<file path="src/rtl/sync_fifo_core.sv">
// Synchronous FIFO with registered RAM read stage and separately enabled output register.
// Optional registered almost_full flag is built when FIFO_ALMOST_FULL_EN is defined.
module sync_fifo_core #(
    parameter int unsigned W      = 8,
    parameter int unsigned AW     = 4,
    parameter int unsigned AF_LVL = 12
) (
    input  logic         clk,
    input  logic         rst_n,
    input  logic         wr_en,
    input  logic [W-1:0] wr_data,
    input  logic         rd_en,
    input  logic         reg_en,
    output logic [W-1:0] rd_data,
    output logic         empty,
    output logic         full,
    output logic [AW:0]  count,
    output logic         wr_err,
    output logic         rd_err
`ifdef FIFO_ALMOST_FULL_EN
    ,
    output logic         almost_full
`endif
);

    localparam int unsigned Depth = 2 ** AW;

    logic [W-1:0] mem [Depth];
    logic [AW:0]  wptr_q, wptr_d;
    logic [AW:0]  rptr_q, rptr_d;
    logic [W-1:0] ram_q;
    logic         wr_acc;
    logic         rd_acc;

    // Extra pointer MSB separates the full and empty cases when the low bits match.
    assign empty = (wptr_q == rptr_q);
    assign full  = (wptr_q[AW-1:0] == rptr_q[AW-1:0]) && (wptr_q[AW] != rptr_q[AW]);
    assign count = wptr_q - rptr_q;

    always_comb begin
        wr_acc = wr_en & ~full;
        rd_acc = rd_en & ~empty;
        wptr_d = wptr_q + (AW + 1)'(wr_acc);
        rptr_d = rptr_q + (AW + 1)'(rd_acc);
    end

    // Storage is deliberately not reset; writes in the reset cycle are dropped.
    always_ff @(posedge clk) begin
        if (rst_n && wr_acc) begin
            mem[wptr_q[AW-1:0]] <= wr_data;
        end
    end

    always_ff @(posedge clk) begin
        if (!rst_n) begin
            wptr_q  <= '0;
            rptr_q  <= '0;
            ram_q   <= '0;
            rd_data <= '0;
            wr_err  <= 1'b0;
            rd_err  <= 1'b0;
        end else begin
            wptr_q <= wptr_d;
            rptr_q <= rptr_d;
            if (rd_acc) begin
                ram_q <= mem[rptr_q[AW-1:0]];
            end
            // Output register reloads from the RAM latch whenever enabled, even if empty.
            if (reg_en) begin
                rd_data <= ram_q;
            end
            wr_err <= wr_en & full;
            rd_err <= rd_en & empty;
        end
    end

`ifdef FIFO_ALMOST_FULL_EN
    logic [AW:0] count_d;

    assign count_d = wptr_d - rptr_d;

    always_ff @(posedge clk) begin
        if (!rst_n) begin
            almost_full <= 1'b0;
        end else begin
            almost_full <= (count_d >= (AW + 1)'(AF_LVL));
        end
    end
`endif

endmodule

</file>
<file path="config.mk">
export PLATFORM = sky130hd
export DESIGN_NAME = sync_fifo_core
export DESIGN_NICKNAME = d
export VERILOG_FILES = /design/src/rtl/sync_fifo_core.sv
export SDC_FILE = /design/constraint.sdc
export NUM_CORES = 1
export LEC_CHECK = 0
export BUFFER_PORTS_ARGS = -buffer_cell sky130_fd_sc_hd__buf_2
export CAP_MARGIN = 20
export CELL_PAD_IN_SITES_DETAIL_PLACEMENT = 1
export CELL_PAD_IN_SITES_GLOBAL_PLACEMENT = 2
export CORE_MARGIN = 2
export CORE_UTILIZATION = 30
export DETAILED_ROUTE_END_ITERATION = 12
export PLACE_DENSITY_LB_ADDON = 0.2
export SYNTH_ARGS = -nofsm -noshare
export SYNTH_HDL_FRONTEND = slang
export SYNTH_SLANG_ARGS = --single-unit
export TNS_END_PERCENT = 100
</file>
<file path="constraint.sdc">
create_clock -name clk -period 3.5 [get_ports clk]
set_input_delay 0.7 -clock clk [delete_from_list [all_inputs] [get_ports clk]]
set_output_delay 0.7 -clock clk [all_outputs]
set_load 0.005 [all_outputs]
</file>
==> results of run 1 <==
==> registers in the layout, indices dropped and copies added (netlist names) <==
signal,cells
wptr_q,5
mem,128
rptr_q,5
ram_q,8
rd_data,8
wr_err,1
rd_err,1
==> routing by layer <==
| layer | up-vias | track usage | wire, µm |
|---|---|---|---|
| li1 | 1523 | - | - |
| met1 | 1662 | 0.189 | 6920 |
| met2 | 50 | 0.209 | 6490 |
| met3 | 10 | 0.0293 | 405 |
| met4 | 0 | 0.0429 | 141 |
| met5 | - | 0 | 0 |
==> final timing paths <==
kind | from | slack [ns] | to | cells past startpoint
worst max-delay path | wptr_q[2] | 0.58 | mem[7][4] | 5
worst min register to register | rd_data[1] | 0.52 | rd_data[1] | 2
worst max register to register | wptr_q[2] | 0.58 | mem[7][4] | 5
worst min-delay path | rd_data[1] | 0.52 | rd_data[1] | 2
==> per-stage QoR <==
stage | instance area [µm²] | hold WS [ns] | cells | setup WS, ns | utilization
floorplan | 6220 | 0.481 | 368 | 0.633 | -
global placement | 6710 | 0.490 | 664 | 0.630 | 0.331
detailed placement | 6710 | 0.511 | 664 | 0.577 | 0.331
CTS | 7260 | 0.516 | 696 | 0.542 | 0.358
global route | 7260 | 0.530 | 696 | 0.411 | 0.358
finish | 7260 | 0.521 | 696 | 0.584 | 0.358
==> power breakdown <==
group / switching (mW) / internal [mW] / leakage [nW]
Combinational: 0.316 / 0.246 / 0.776
Sequential: 0.0250 / 2.06 / 1.38
Clock: 0.722 / 0.976 / 0.258
Total: 1.06 / 3.28 / 2.42
==> layout make-up <==
class | count | area [µm²]
well taps | 270 | 338
clock buffers | 18 | 429
repair buffers | 45 | 265
clock inverters | 14 | 121
fillers | 2060 | 13000
flip-flops and latches | 156 | 4410
inverters | 9 | 33.8
multi-input cells | 184 | 1670
==> worst max-delay path, stage by stage, from the launching register on <==
cell     delay (ns)
dfxtp_1        0.63
ha_1           0.37
and4_1         0.23
nor2b_2        0.21
or4_4          0.55
nor2_1         0.57
==> cells by family after synthesis <==
kind of cell / after synthesis
AND/OR/NAND/NOR: 56
adder cells (fa/ha/maj): 9
multiplexers: 56
flip-flops: 156
AO/OA/AOI/OAI: 53
XOR/XNOR: 10
buffers and inverters: 28
==> layout by cell type (no fill, tap or decap), types with 10 or more instances in the layout <==
cell type / count
clkbuf_16: 17
and2_1: 11
buf_4: 16
edfxtp_1: 128
nor2_1: 13
dfxtp_1: 27
mux2i_1: 40
mux4_2: 15
nor2b_1: 10
buf_2: 29
a31oi_1: 16
==> metrics, run 1 <==
CP max FO 11; RSZ-0062 raised after global routing false; first-pass GRT wire length 21.3 mm; Core ar. 0.0203 mm²; via count 3245; Worst Max-Slew Pin Slew 0.904 ns; top cell type's share of synthesized area 0.618; run status finished, final reports clean; # nets final 435; I/O pins 30; CTS Sinks 156; clock latency on the worst-skew pair 0.42 ns; post-synth cell types 38; post-detail-place hpwl 9.50 mm; CTS tree yes; Die ar. 0.0219 mm²; die height 148 µm; simple-gate share of the synthesized area 0.0565; Antenna Nets Post-Route 0; drt first pass iters 4; H-tree levels 4; P&R area growth vs syn 16.7%; initial drt markers 170; WL/cell 20.1 µm; Pins Over Slew Limit 0; GRT Overall Usage 0.134; leakage power 2.42 nW; CP Capture Type register; WP data arrival 2.96 ns; CTS resizes 0; max cap viols 0; vias per cell 4.66; RD Place Congestion 0.788; Synth Instances 368; WS Path Type reg2reg; Min Clock Period, post-route 2.92 ns; Final Hold Fails 0; CTS Hold Bufs 0; setup TNS 0 ns; Reg clk slew, reported paths 0.06 ns; IO buf count 29; Synth Cell Area 0.00622 mm²; GRT overflow 0; Final setup viols 0; CP Launch Type register; largest net degree at the start of global routing 50; DR DRC count 0; initial antenna violation count 0; mux share of post-synthesis cell area 0.123; vias in the first global route 3469; HP Class reg2reg; PwrDens 598 mW/mm²; xor and xnor fraction of the mapped netlist area 0.0153; number of CTS-inserted buffers 17; die width 148 µm; Synth Area per Inst 16.9 µm²; register area share after synthesis 0.708; largest area contributor in the netlist edfxtp_1; number of synthesized flops with an enable pin 128; Total Power 4.34 mW; maximum clock path buffer count 2; register bit total from synthesis 156; most area-consuming cells after synthesis edfxtp_1 (62%), dfxtp_1 (9.0%), mux2i_1 (6.4%), mux4_2 (5.4%), a31oi_1 (1.6%); Detailed Route WL 14.0 mm; Post-synth top flop edfxtp_1; Commonest cells post-synth edfxtp_1 (128), mux2i_1 (40), dfxtp_1 (28); fraction of registers with async set/reset 0; yosys warns 0; CP required 3.55 ns; clock root buffer master clkbuf_16; starting density of the core 0.306; largest family of logic cells by synthesized area multiplexers; share of layout cells above drive strength 1 0.239; worst vdd rail ir drop 299 µV; syn nets 390; row count 52; Peak Freq 0.343 GHz; Tcrit/Tclk final 0.833; most numerous cell in the Yosys netlist edfxtp_1; Rel. slew slack 0.397; # diodes 0; post-synthesis compound-gate area fraction 0.0541; setup bufs post-CTS 0; Post-Synth Adder-Cell Area 0.0193; clock skew 0.0237 ns
(Power assumes the default switching activity.)
==> inputs of run 2 (changes only) <==
Clock period 3.5 ns to 2.5 ns, I/O delays scaled along.
==> metrics, run 2 (synthesis gave the netlist of run 1 again) <==
Largest register FFs 128; die height 148 µm; max cap viols 0; # nets final 448; drt first pass iters 6; clock root buffer master clkbuf_16; Reg clk slew, reported paths 0.06 ns; Die ar. 0.0219 mm²; share of layout cells above drive strength 1 0.305; WS Path Type reg2out; worst vdd rail ir drop 368 µV; via count 3312; vias in the first global route 3668; IO buf count 29; first-pass GRT wire length 22.6 mm; CP required 2.00 ns; Final Hold Fails 0; post-route design area 0.00767 mm²; run status finished, final reports clean; initial drt markers 176; post-place instance area 0.00704 mm²; largest net degree at the start of global routing 50; CP max FO 3; maximum clock path buffer count 2; Detailed Route WL 14.9 mm; CP Launch Type register; CP top delay family adder cells; slowest CP cell dfxtp_2; Min Clock Period, post-route 2.36 ns; RD Place Congestion 0.717; Top cell by count, worst path inv_1; most frequent cells in the layout edfxtp_1 (128), mux2i_1 (40), buf_2 (29), dfxtp_1 (24), clkbuf_16 (17); RSZ-0062 raised after global routing false; Core ar. 0.0203 mm²; Buf/Inv on CP 3; DR DRC count 0; worst setup margin 0.143 ns; WL/cell 21.0 µm; row count 52; Final setup viols 0; # diodes 0; CTS tree yes; P&R area growth vs syn 23.4%; pre-CTS WS 0.0684 ns; leakage power 2.53 nW; Worst Max-Slew Pin Slew 0.722 ns; Antenna Nets Post-Route 0; PwrDens 824 mW/mm²; CP Capture Type output pin; Tcrit/Tclk final 0.943; CTS Sinks 156; setup TNS 0 ns; GRT Overall Usage 0.143; CP Cell Sequence inv_1 -> ha_2 -> fa_2 -> inv_1 -> a21o_1 -> a21oi_2 -> xnor2_1 -> buf_2; WP data arrival 1.86 ns; die width 148 µm; clock skew 0.00909 ns; commonest non-fill, non-tap cell in the layout edfxtp_1; HP Class in2reg; Peak Freq 0.424 GHz; peak per-stage delay on the critical path 0.33 ns; vias per cell 4.67; starting density of the core 0.306; Pins Over Slew Limit 0; Rel. slew slack 0.517; GRT overflow 0; initial antenna violation count 0; number of CTS-inserted buffers 17; I/O pins 30; post-detail-place hpwl 9.65 mm; clock latency on the worst-skew pair 0.41 ns; H-tree levels 4
run 2: cell types whose count changed in the layout (fill, tap and decap cells not counted), moves of 4 or more:
cell	previous run	this run
buf_12	0	13
nor2_1	13	1
nor2_2	0	9
nor3_2	4	0
nor3_4	0	4
run 2: layout make-up:
cell class / count / area (µm²)
fill: 2063 / 12600
sequential: 156 / 4410
multi-input combinational: 184 / 1760
timing repair buffer: 58 / 533
clock buffer: 18 / 429
tap: 270 / 338
clock inverter: 14 / 168
inverter: 9 / 33.8
run 2: path summary, 6_finish.rpt:
path	from	depth (start not counted)	slack, ns	to
worst max register to register	rptr_q[2]	7	0.15	mem[3][2]
worst max-delay path	wptr_q[0]	8	0.14	count[4]
worst min register to register	rd_data[4]	2	0.52	rd_data[4]
worst min-delay path	rd_en	2	0.33	rd_err
run 2: per-stage QoR:
step | std cells | hold WS (ns) | util | power (mW)
after detailed placement | 675 | 0.511 | 0.347 | 3.78
final | 709 | 0.334 | 0.378 | 6.32
after floorplan | 368 | 0.481 | - | 3.53
after global placement | 675 | 0.491 | 0.347 | 3.76
after global routing | 709 | 0.338 | 0.378 | 6.59
after CTS | 707 | 0.316 | 0.377 | 6.41
run 2: timing repair:
item	CTS	global route
endpoints found under the hold margin	0	0
hold buffers	0	0
setup endpoints to repair	1	1
setup buffers	0	2
resized for setup	3	4
run 2: per-layer routing:
layer  vias up  GRT usage  routed length [µm]  part of all wire
li1       1553          -                   -                 -
met1      1715      0.185                6780              0.46
met2        33      0.245                7720              0.52
met3        11     0.0287                 267             0.018
met4         0     0.0386                 104            0.0070
met5         -          0                   0                 0
run 2: power by group:
part	switching (mW)	internal (mW)
Clock	1.04	1.57
Combinational	0.413	0.383
Sequential	0.0370	2.88
Total	1.49	4.83
run 2: worst reg2reg max path, delay by kind of cell, from the launching register on:
family	cells	cell delay, ns
fa+ha+maj	1	0.33
flops	1	0.33
buf+inv	2	0.21
simple gates	4	1.20
